[config.mk]
export PLATFORM = sky130hd
export DESIGN_NAME = vga_capture_rx
export DESIGN_NICKNAME = d
export VERILOG_FILES = /design/src/rtl/vga_pkg.sv /design/src/rtl/vga_rx_lock.sv /design/src/rtl/vga_capture_rx.sv
export SDC_FILE = /design/constraint.sdc
export NUM_CORES = 1
export LEC_CHECK = 0
export CAP_MARGIN = 40
export CORE_ASPECT_RATIO = 2
export CORE_MARGIN = 2
export CORE_UTILIZATION = 57
export DETAILED_ROUTE_END_ITERATION = 8
export GPL_ROUTABILITY_DRIVEN = 0
export HOLD_SLACK_MARGIN = 0.06
export PLACE_DENSITY = 0.8
export SYNTH_ARGS = -nofsm -noshare
export SYNTH_HDL_FRONTEND = slang
export SYNTH_SLANG_ARGS = --single-unit
[constraint.sdc]
create_clock -name clk -period 4.11 [get_ports clk]
set_input_delay 0.411 -clock clk [delete_from_list [all_inputs] [get_ports clk]]
set_output_delay 0.411 -clock clk [all_outputs]
set_load 0.05 [all_outputs]
[src/rtl/vga_pkg.sv]
// ============================================================================
//  Module      : vga_pkg
//  Description : 640x480@60 timing constants, RGB565 field widths and the
//                default coordinate width shared by the VGA capture path.
//  Revision    : 1.0 - initial release
// ============================================================================
`default_nettype none

package vga_pkg;

    // Horizontal timing in pixel clocks
    localparam int VGA_H_ACTIVE = 640;
    localparam int VGA_H_FRONT  = 16;
    localparam int VGA_H_SYNC   = 96;
    localparam int VGA_H_BACK   = 48;
    localparam int VGA_H_TOTAL  = 800;

    // Vertical timing in lines
    localparam int VGA_V_ACTIVE = 480;
    localparam int VGA_V_FRONT  = 10;
    localparam int VGA_V_SYNC   = 2;
    localparam int VGA_V_BACK   = 33;
    localparam int VGA_V_TOTAL  = 525;

    // RGB565 pixel layout {r,g,b}
    localparam int VGA_R_W   = 5;
    localparam int VGA_G_W   = 6;
    localparam int VGA_B_W   = 5;
    localparam int VGA_PIX_W = VGA_R_W + VGA_G_W + VGA_B_W;

    // Coordinate / counter width and lock qualification depth
    localparam int VGA_CW          = 12;
    localparam int VGA_LOCK_FRAMES = 2;

endpackage

`default_nettype wire

[src/rtl/vga_rx_lock.sv]
// ============================================================================
//  Module      : vga_rx_lock
//  Description : Timing-stability tracker. Learns the first line length of
//                each frame, counts lines per frame and qualifies consecutive
//                clean frames into a registered lock indication.
//  Revision    : 1.0 - initial release
// ============================================================================
`default_nettype none

module vga_rx_lock #(
    parameter int CW          = 12,
    parameter int LOCK_FRAMES = 2
) (
    input  logic          clk,
    input  logic          rst_n,
    input  logic          line_stb,
    input  logic [CW-1:0] len_in,
    input  logic          vs_edge,
    input  logic          sat,
    output logic          locked,
    output logic          drop
);

    localparam int                LCW        = $clog2(LOCK_FRAMES + 1);
    localparam logic [LCW-1:0]    C_LOCK_MAX = LCW'(LOCK_FRAMES);
    localparam logic [CW-1:0]     C_CNT_MAX  = '1;

    logic            r_first;
    logic            r_clean;
    logic            r_have_prev;
    logic [CW-1:0]   r_ref_len;
    logic [CW-1:0]   r_lines;
    logic [CW-1:0]   r_prev_total;
    logic [LCW-1:0]  r_lock_cnt;
    logic            r_locked;

    logic            w_mismatch;
    logic            w_clean_now;
    logic            w_frame_ok;
    logic [CW-1:0]   w_lines_now;
    logic [LCW-1:0]  w_lock_cnt_nxt;

    // Judge the current line and the frame that a vsync edge closes
    always_comb begin
        // the strobe coinciding with a vs edge still closes a line of the old frame
        w_mismatch  = line_stb && !r_first && (len_in != r_ref_len);
        drop        = w_mismatch || sat;
        w_lines_now = (line_stb && (r_lines != C_CNT_MAX)) ? r_lines + 1'b1 : r_lines;
        w_clean_now = r_clean && !drop;
        w_frame_ok  = w_clean_now && r_have_prev && (w_lines_now == r_prev_total);

        w_lock_cnt_nxt = r_lock_cnt;
        if (vs_edge) begin
            if (!w_frame_ok) begin
                w_lock_cnt_nxt = '0;
            end else if (r_lock_cnt != C_LOCK_MAX) begin
                w_lock_cnt_nxt = r_lock_cnt + 1'b1;
            end
        end
        if (drop) begin
            w_lock_cnt_nxt = '0;
        end
    end

    // Per-frame reference, line count and lock qualification state
    always_ff @(posedge clk or negedge rst_n) begin
        if (!rst_n) begin
            r_first      <= 1'b1;
            r_clean      <= 1'b1;
            r_have_prev  <= 1'b0;
            r_ref_len    <= '0;
            r_lines      <= '0;
            r_prev_total <= '0;
            r_lock_cnt   <= '0;
            r_locked     <= 1'b0;
        end else begin
            if (vs_edge) begin
                r_first      <= 1'b1;
                r_clean      <= 1'b1;
                r_lines      <= '0;
                r_prev_total <= w_lines_now;
                r_have_prev  <= 1'b1;
            end else begin
                if (line_stb && r_first) begin
                    r_ref_len <= len_in;
                    r_first   <= 1'b0;
                end
                r_lines <= w_lines_now;
                r_clean <= w_clean_now;
            end
            r_lock_cnt <= w_lock_cnt_nxt;
            r_locked   <= (w_lock_cnt_nxt == C_LOCK_MAX);
        end
    end

    assign locked = r_locked;

endmodule

`default_nettype wire

[src/rtl/vga_capture_rx.sv]
// ============================================================================
//  Module      : vga_capture_rx
//  Description : VGA receiver. Registers hsync/vsync/RGB565, recovers pixel
//                coordinates from sync deassertion edges, tracks timing lock
//                and emits a pixel-write stream for a bitmap framebuffer.
//  Revision    : 1.0 - initial release
// ============================================================================
`default_nettype none

module vga_capture_rx
    import vga_pkg::*;
#(
    parameter int H_ACTIVE    = VGA_H_ACTIVE,
    parameter int V_ACTIVE    = VGA_V_ACTIVE,
    parameter int H_BACK      = VGA_H_BACK,
    parameter int V_BACK      = VGA_V_BACK,
    parameter int LOCK_FRAMES = VGA_LOCK_FRAMES,
    parameter int CW          = VGA_CW
) (
    input  logic                 clk,
    input  logic                 rst_n,
    input  logic                 vga_in_hs,
    input  logic                 vga_in_vs,
    input  logic [VGA_R_W-1:0]   vga_in_r,
    input  logic [VGA_G_W-1:0]   vga_in_g,
    input  logic [VGA_B_W-1:0]   vga_in_b,
    output logic [CW-1:0]        pixel_x,
    output logic [CW-1:0]        pixel_y,
    output logic [VGA_PIX_W-1:0] pix_data,
    output logic                 pix_valid,
    output logic                 frame_start,
    output logic                 locked,
    output logic [CW-1:0]        line_len
);

    localparam logic [CW-1:0] C_CNT_MAX = '1;
    localparam logic [CW-1:0] C_H_START = CW'(H_BACK);
    localparam logic [CW-1:0] C_H_END   = CW'(H_BACK + H_ACTIVE);
    localparam logic [CW-1:0] C_V_START = CW'(V_BACK);
    localparam logic [CW-1:0] C_V_END   = CW'(V_BACK + V_ACTIVE);

    logic                 r_hs1, r_hs2, r_vs1, r_vs2;
    logic [VGA_PIX_W-1:0] r_rgb1, r_rgb2;
    logic [CW-1:0]        r_h_cnt, r_v_cnt;

    logic                 w_hs_rise, w_vs_rise, w_sat, w_drop;
    logic                 w_active, w_valid;
    logic [CW-1:0]        w_line_meas, w_x, w_y;

    // Input stage plus one extra delay: syncs for edge detect, RGB to align with h_cnt
    always_ff @(posedge clk or negedge rst_n) begin
        if (!rst_n) begin
            // idle syncs read as deasserted so release does not fake an edge
            r_hs1  <= 1'b1;
            r_hs2  <= 1'b1;
            r_vs1  <= 1'b1;
            r_vs2  <= 1'b1;
            r_rgb1 <= '0;
            r_rgb2 <= '0;
        end else begin
            r_hs1  <= vga_in_hs;
            r_hs2  <= r_hs1;
            r_vs1  <= vga_in_vs;
            r_vs2  <= r_vs1;
            r_rgb1 <= {vga_in_r, vga_in_g, vga_in_b};
            r_rgb2 <= r_rgb1;
        end
    end

    // Sync deassert edges, measured line length, window decode and coordinates
    always_comb begin
        w_hs_rise   = r_hs1 && !r_hs2;
        w_vs_rise   = r_vs1 && !r_vs2;
        w_sat       = (r_h_cnt == C_CNT_MAX);
        w_line_meas = w_sat ? C_CNT_MAX : r_h_cnt + 1'b1;
        w_active    = (r_h_cnt >= C_H_START) && (r_h_cnt < C_H_END) &&
                      (r_v_cnt >= C_V_START) && (r_v_cnt < C_V_END);
        w_x         = r_h_cnt - C_H_START;
        w_y         = r_v_cnt - C_V_START;
        // a drop detected this cycle gates the strobe before locked itself falls
        w_valid     = locked && !w_drop && w_active;
    end

    // Saturating h/v position counters; h_cnt indexes the sample held in r_rgb2
    always_ff @(posedge clk or negedge rst_n) begin
        if (!rst_n) begin
            r_h_cnt  <= '0;
            r_v_cnt  <= '0;
            line_len <= '0;
        end else begin
            if (w_hs_rise) begin
                r_h_cnt  <= '0;
                line_len <= w_line_meas;
            end else if (!w_sat) begin
                r_h_cnt <= r_h_cnt + 1'b1;
            end
            if (w_vs_rise) begin
                r_v_cnt <= '0;
            end else if (w_hs_rise && (r_v_cnt != C_CNT_MAX)) begin
                r_v_cnt <= r_v_cnt + 1'b1;
            end
        end
    end

    // Pixel-write stream; data and coordinates hold between strobes
    always_ff @(posedge clk or negedge rst_n) begin
        if (!rst_n) begin
            pix_valid   <= 1'b0;
            frame_start <= 1'b0;
            pix_data    <= '0;
            pixel_x     <= '0;
            pixel_y     <= '0;
        end else begin
            pix_valid   <= w_valid;
            frame_start <= w_valid && (w_x == '0) && (w_y == '0);
            if (w_valid) begin
                pix_data <= r_rgb2;
                pixel_x  <= w_x;
                pixel_y  <= w_y;
            end
        end
    end

    vga_rx_lock #(
        .CW          (CW),
        .LOCK_FRAMES (LOCK_FRAMES)
    ) u_lock (
        .clk      (clk),
        .rst_n    (rst_n),
        .line_stb (w_hs_rise),
        .len_in   (w_line_meas),
        .vs_edge  (w_vs_rise),
        .sat      (w_sat),
        .locked   (locked),
        .drop     (w_drop)
    );

endmodule

`default_nettype wire

Word level (Yosys, flattened, before mapping) --
Index checks and enable logic that the tools add are counted.
Operators by class: muxes and demuxes 14, multipliers 0, shifts and indexed selects 0, add/sub/neg operators 6, magnitude comparators 4, equality and inequality tests 8, bitwise logic cells 1, reduce and logical (&&, ||, !) cells 27, divide/modulo/power cells 0
Operators by type and width (count):
- 2-to-1 mux 12 bit | 7
- adder 12 x 1 -> 12 bit (second input constant) | 3
- greater-or-equal comparator 12 x 6 -> 1 bit (second input constant) | 2
- logical NOT 12 bit | 2
- < comparator 12 x 10 -> 1 bit (second input constant) | 2
- != test 12 bit (second input constant) | 2
- subtractor 12 x 6 -> 12 bit (second input constant) | 2
- logical AND 1 bit | 17
- == test 12 bit | 1
- == test 12 bit (second input constant) | 1
- != test 12 bit | 1
- 2-to-1 mux 2 bit | 4
- logical NOT 1 bit | 4
- nonzero test 2 bit | 2
- 2-to-1 mux 1 bit | 3
- adder 2 x 1 -> 2 bit (second input constant) | 1
- == test 2 bit (second input constant) | 1
- != test 2 x 1 -> 1 bit (second input constant) | 1
- != test 2 bit (second input constant) | 1
- AND reduction 2 bit | 1
- logical OR 1 bit | 1
- inverter 1 bit | 1
Storage, ports and cells: memories 0, logic and storage cells 82, RAM bits 0, flip-flop bits (word level) 156, input bits 20, bits in read-only memories 0, bits in latches 0, output and inout bits 55

Depth between registers and ports, before layout --
depth in word-level cells 13, gate-level depth with buffers 11, gate-level depth less buffers 9

Cells and area by module --
From an unflattened synthesis, not the netlist that was laid out.
Unflattened totals: cells, all modules 668, area, all modules 7413.4 µm²
Modules (own cells, without submodules):
- vga_capture_rx | instances 1, sequential area each 2857.7 µm², cells each 415, area an instance 4869.7 µm²
- vga_rx_lock | instances 1, sequential area each 1053.5 µm², cells each 253, area an instance 2543.7 µm²

Worst setup path after synthesis --
OpenSTA, ideal clock, no wires.
path type flip-flop to flip-flop, start reg r_h_cnt[1], end reg pix_data[0], path buffers 2, cell stages (with the launch flop) 12, setup time 125 ps, arrival time 3072 ps, data required time 3985 ps, slack 913 ps, period minus slack after synthesis 3197 ps, cell sequence dfrtp_1 > ha_1 > and4_4 > buf_6 > and3_4 > o311ai_0 > nand4_1 > or4_4 > o31a_4 > nor2_8 > buf_12 > mux2_4
Between the ends: longest elaborated chain between the ends 8, elaborated cells on any way between the ends 14, classes of those cells add/sub: 1; order compare: 2; eq/ne: 2; mux: 1; reduce/logical: 8
Ends and longest elaborated chain:
- start, declared | RTL line vga_capture_rx.sv:44 | logic [CW-1:0] r_h_cnt, r_v_cnt;
- start signal, assigned | RTL line vga_capture_rx.sv:95 | r_h_cnt <= r_h_cnt + 1'b1;
- adder 12 x 1 -> 12 bit / == test 12 bit (equally long branches) | RTL line vga_capture_rx.sv:75, vga_capture_rx.sv:74
- 2-to-1 mux 12 bit | RTL line vga_capture_rx.sv:75 | w_line_meas = w_sat ? C_CNT_MAX : r_h_cnt + 1'b1;
- != test 12 bit | RTL line vga_rx_lock.sv:46 | w_mismatch = line_stb && !r_first && (len_in != r_ref_len);
- logical AND 1 bit | RTL line vga_rx_lock.sv:46
- logical OR 1 bit | RTL line vga_rx_lock.sv:47 | drop = w_mismatch || sat;
- logical NOT 1 bit | RTL line vga_capture_rx.sv:81 | w_valid = locked && !w_drop && w_active;
- logical AND 1 bit | RTL line vga_capture_rx.sv:81
- logical AND 1 bit * | RTL line vga_capture_rx.sv:81
- end signal, assigned | RTL line vga_capture_rx.sv:117 | pix_data <= r_rgb2;
- end, declared | RTL line vga_capture_rx.sv:29 | output logic [VGA_PIX_W-1:0] pix_data,
Every way passes the cells marked *; elsewhere a longest branch is shown, timed or not. A chain may end at the register's enable or synchronous reset.

Final worst setup path --
start reg r_h_cnt[5], end reg pixel_y[4]
Between the ends: longest elaborated chain between the ends 8, elaborated cells on any way between the ends 14, classes of those cells add/sub: 1; order compare: 2; eq/ne: 2; mux: 1; reduce/logical: 8
Ends and longest elaborated chain:
- adder 12 x 1 -> 12 bit / == test 12 bit (equally long branches) | RTL line vga_capture_rx.sv:75, vga_capture_rx.sv:74
- 2-to-1 mux 12 bit | RTL line vga_capture_rx.sv:75
- != test 12 bit | RTL line vga_rx_lock.sv:46
- logical AND 1 bit | RTL line vga_rx_lock.sv:46
- logical OR 1 bit | RTL line vga_rx_lock.sv:47
- logical NOT 1 bit | RTL line vga_capture_rx.sv:81
- logical AND 1 bit | RTL line vga_capture_rx.sv:81
- logical AND 1 bit * | RTL line vga_capture_rx.sv:81
- end signal, assigned | RTL line vga_capture_rx.sv:119 | pixel_y <= w_y;
- end, declared | RTL line vga_capture_rx.sv:28 | output logic [CW-1:0] pixel_y,
Marked as above.

==> implementation parameters <==
Parameter                              Value

Critical path
  Longest individual stage delay on the worst path    570 ps
  Bufs and invs on worst path    1
  Crit path capture type    flop
  CP max stage cell    sky130_fd_sc_hd__or4_4
  CP Class    flop to flop
  Largest fanout on the critical path    13
  Most numerous cell on the critical path    sky130_fd_sc_hd__nand4_1
  Kind of start point of the critical path    flop
  Arrival time at the worst endpoint    3910 ps
  Gate family responsible for the most delay along the worst path    simple AND/OR/NAND/NOR gates
  Worst-path cell chain    ha_1 > and4_4 > nand4_1 > a221oi_1 > nand4_1 > or4_4 > o31a_4 > nor2_8 > buf_4 > mux2_4
  Critical path data required time    4410 ps

Global routing
  Total Routing Usage GR    26.29%
  Initial antenna violation count    0
  Vias in the first global route    5761
  Maximum number of pins on one net before global-route repair    80
  Total overflow reported by the global router    0
  Wire length of the first global-routing pass    29220 um

STA
  Post-layout minimum cycle time    3611 ps
  Final Hold Viols    0
  Total count of max-transition violations in the final report    0
  Worst Tran Pin Value    759.7 ps
  FMAX    0.2769 GHz
  Final setup violation count    0
  RSZ-0062 raised after global routing    false
  Post-route setup TNS    0 ps
  Final critical-path share of the clock period    87.87%
  Worst rel slew slack    49.11%
  Largest clock skew in the final design    12.43 ps

Synth
  Top FF cell, synth    sky130_fd_sc_hd__dfrtp_1
  Cell accounting for the most synthesized area    sky130_fd_sc_hd__dfrtp_1
  Syn avg cell area    10.67 um2
  Biggest area contributors in the synthesized netlist    sky130_fd_sc_hd__dfrtp_1 (50%), sky130_fd_sc_hd__mux2_4 (6.9%), sky130_fd_sc_hd__nand2_1 (3.9%), sky130_fd_sc_hd__o21ai_0 (3.8%), sky130_fd_sc_hd__nor2_1 (3.1%)
  Top cell type's share of synthesized area    49.56%
  Count of state elements after synthesis    156
  Sequential-to-total area share from yosys stat    51.64%
  Syn Inst Count    710
  Combined area of all synthesized cells    7574 um2
  Synthesized Nets    738
  Count of flip-flops with a built-in enable after synthesis    0
  Count of unique library cells instantiated by Yosys    63
  Synth async-reset ratio    100.0%
  Syn. warnings    0

Clock network
  TritonCTS Buffers    17
  Number of buffers on the longest clock path    2
  Post-CTS setup buffer count    0
  Sinks on Clock Net    156
  Clock insertion delay at the later pin of the skew report    420 ps
  Clock edge transition at the registers on the reported setup and hold paths    70 ps
  TritonCTS clock tree    built
  Buffer type at the clock tree root    sky130_fd_sc_hd__clkbuf_16
  Number of H-tree levels    4

Route
  Via density per instance    5.982
  Antenna violation net count after detailed routing    0
  First DRT Iteration DRCs    378
  Wire length on met3    719 um
  Mean routed wirelength per cell    18.96 um
  Met1 layer wirelength in the final routing    6617 um
  Detailed Route WL    17710 um
  DR top layer    met4
  Count of vias placed by the detailed router    5587
  Number of detailed-routing iterations run before antenna repair    5
  Remaining design rule violation count    0
  Met2 wirelength from detailed routing    9325 um

Layout
  Area growth from synthesis to final layout    18.14%
  Area of all sequential standard cells    3911 um2
  Layout cells sized above 1    12.40%
  Non-Filler Instances    934
  Area of the multi-input gates    3331 um2
  NumNets Final    797
  # fillers    946
  Number of antenna cells inserted    0

Die
  Height of the die    167.0 um
  Row Count    59
  Number of primary I/O pins    75
  Area of the die    14280 um2
  Chip width    85.51 um
  Core ar.    12990 um2
  Initial core utilization    58.29%

Place
  IO buf count    74
  Total instance count after detailed placement    901
  HPWL Detailed    11950 um

Run status
  Status    complete, no violations

Power and ir drop
  Areal power density over the cells    434.7 nW/um2
  P_leak    3.872 nW
  Post-layout power    0.003889 W
  Worst ir drop on vdd    0.4716 mV

Job
  Number of maximum-capacitance violations    0

Worst hold path
  Worst min path class    flop to flop
==> registers in the layout (all words and copies together), names as in the netlist <==
| signal | flops |
|---|---|
| u_lock.r_clean | 1 |
| r_h_cnt | 12 |
| u_lock.r_lock_cnt | 2 |
| r_vs2 | 1 |
| r_rgb1 | 16 |
| pix_data | 16 |
| u_lock.r_ref_len | 12 |
| pixel_y | 12 |
| u_lock.locked | 1 |
| r_hs1 | 1 |
| r_rgb2 | 16 |
| u_lock.r_lines | 12 |
| line_len | 12 |
| frame_start | 1 |
| pixel_x | 12 |
| u_lock.r_have_prev | 1 |
| r_vs1 | 1 |
| r_v_cnt | 12 |
| u_lock.r_prev_total | 12 |
| r_hs2 | 1 |
| u_lock.r_first | 1 |
| pix_valid | 1 |
==> metrics by stage <==
| stage | utilization (%) | worst slack (ps) | cell area, um2 | hold slack, ps |
|---|---|---|---|---|
| after CTS | 68.87 | 524.8 | 8947 | 342.8 |
| after global routing | 68.87 | 324.1 | 8947 | 348.8 |
| after floorplan | - | 913.1 | 7574 | 115.4 |
| after detailed placement | 64.09 | 539.9 | 8327 | 336.3 |
| final | 68.87 | 498.6 | 8947 | 341.8 |
| after global placement | 64.09 | 636.2 | 8327 | 336.1 |
==> area by class of cell <==
class | count | area share (%)
timing repair buffer | 84 | 9.439
sequential | 156 | 43.71
clock inverter | 15 | 2.070
multi-input combinational | 494 | 37.23
tap | 152 | 2.126
clock buffer | 17 | 4.755
inverter | 16 | 0.6712
==> synth_stat cells (8+ instances only) <==
cell                         n
sky130_fd_sc_hd__xor2_1     24
sky130_fd_sc_hd__nor4_1      8
sky130_fd_sc_hd__o21ai_0    58
sky130_fd_sc_hd__dfrtp_1   150
sky130_fd_sc_hd__clkbuf_1   31
sky130_fd_sc_hd__nand3_1    23
sky130_fd_sc_hd__mux2_4     35
sky130_fd_sc_hd__ha_1        8
sky130_fd_sc_hd__nand2_1    78
sky130_fd_sc_hd__nor2_1     62
sky130_fd_sc_hd__and4_1      9
sky130_fd_sc_hd__and2_1      9
sky130_fd_sc_hd__nand2b_1   12
sky130_fd_sc_hd__nor3_1     16
sky130_fd_sc_hd__nand4_1    16
sky130_fd_sc_hd__inv_1      16
sky130_fd_sc_hd__nor2b_1    12
sky130_fd_sc_hd__a21oi_1    14
sky130_fd_sc_hd__xnor2_1    26
==> cell usage in the layout, fill, tap and decap left out, types with 6 or more instances in the layout <==
cell type	Yosys	layout
sky130_fd_sc_hd__ha_1	8	8
sky130_fd_sc_hd__and2_1	9	9
sky130_fd_sc_hd__nand2b_1	12	12
sky130_fd_sc_hd__and4_1	9	9
sky130_fd_sc_hd__nor2b_1	12	12
sky130_fd_sc_hd__xor2_1	24	24
sky130_fd_sc_hd__a21oi_1	14	14
sky130_fd_sc_hd__nor4_1	8	8
sky130_fd_sc_hd__o21ai_0	58	58
sky130_fd_sc_hd__nor3_1	16	16
sky130_fd_sc_hd__inv_6	0	6
sky130_fd_sc_hd__xnor2_1	26	26
sky130_fd_sc_hd__nand2_1	78	78
sky130_fd_sc_hd__mux2_4	35	35
sky130_fd_sc_hd__nand4_1	16	16
sky130_fd_sc_hd__nor2_1	62	62
sky130_fd_sc_hd__and3_1	6	6
sky130_fd_sc_hd__mux2i_1	6	6
sky130_fd_sc_hd__inv_1	16	16
sky130_fd_sc_hd__dfstp_2	6	6
sky130_fd_sc_hd__nand3_1	23	23
sky130_fd_sc_hd__clkdlybuf4s50_1	0	73
sky130_fd_sc_hd__clkbuf_16	0	17
sky130_fd_sc_hd__buf_4	2	7
sky130_fd_sc_hd__dfrtp_1	150	150
==> cell families (layout without fill, tap and decap cells) <==
kind of cell	Yosys count	after routing	synth area share, %
flops	156	156	51.64
simple gates	281	281	19.26
xor+xnor	53	53	6.674
buf+inv	60	132	4.378
fa+ha+maj	8	8	1.322
mux	41	41	7.732
compound gates	111	111	8.988
==> power breakdown <==
| group | internal, W | total, W | switching (W) |
|---|---|---|---|
| clock | 0.000966 | 0.00163 | 0.000668 |
| combinational | 0.000199 | 0.000524 | 0.000325 |
| sequential | 0.00163 | 0.00173 | 0.0000992 |
==> what timing repair did <==
| action | CTS | global route |
|---|---|---|
| resized for setup | 0 | 0 |
| hold buffers | 1 | 0 |
| endpoints found under the hold margin | 36 | 0 |
==> worst paths after layout <==
check                                       startpoint                       to  slack [ps]  depth (start not counted)
worst min register to register     r_rgb1[6]$_DFF_PN0_      r_rgb2[6]$_DFF_PN0_         340                          0
max in group asynchronous                        rst_n  line_len[6]$_DFFE_PN0P_        2660                          3
worst min-delay path               r_rgb1[6]$_DFF_PN0_      r_rgb2[6]$_DFF_PN0_         340                          0
worst max-delay path            r_h_cnt[5]$_DFFE_PN0P_   pixel_y[4]$_DFFE_PN0P_         500                         10
min in group asynchronous                        rst_n   r_v_cnt[9]$_DFFE_PN0P_         590                          2
worst max register to register  r_h_cnt[5]$_DFFE_PN0P_   pixel_y[4]$_DFFE_PN0P_         500                         10
==> routing by layer <==
metal  vias to the layer above  track usage [%]
li1                       2579                -
met1                      2704            28.87
met2                       222            44.97
met3                        82            5.104
met4                         0            17.46
met5                         -                0
Note: power is estimated with default switching activity, not from simulation.
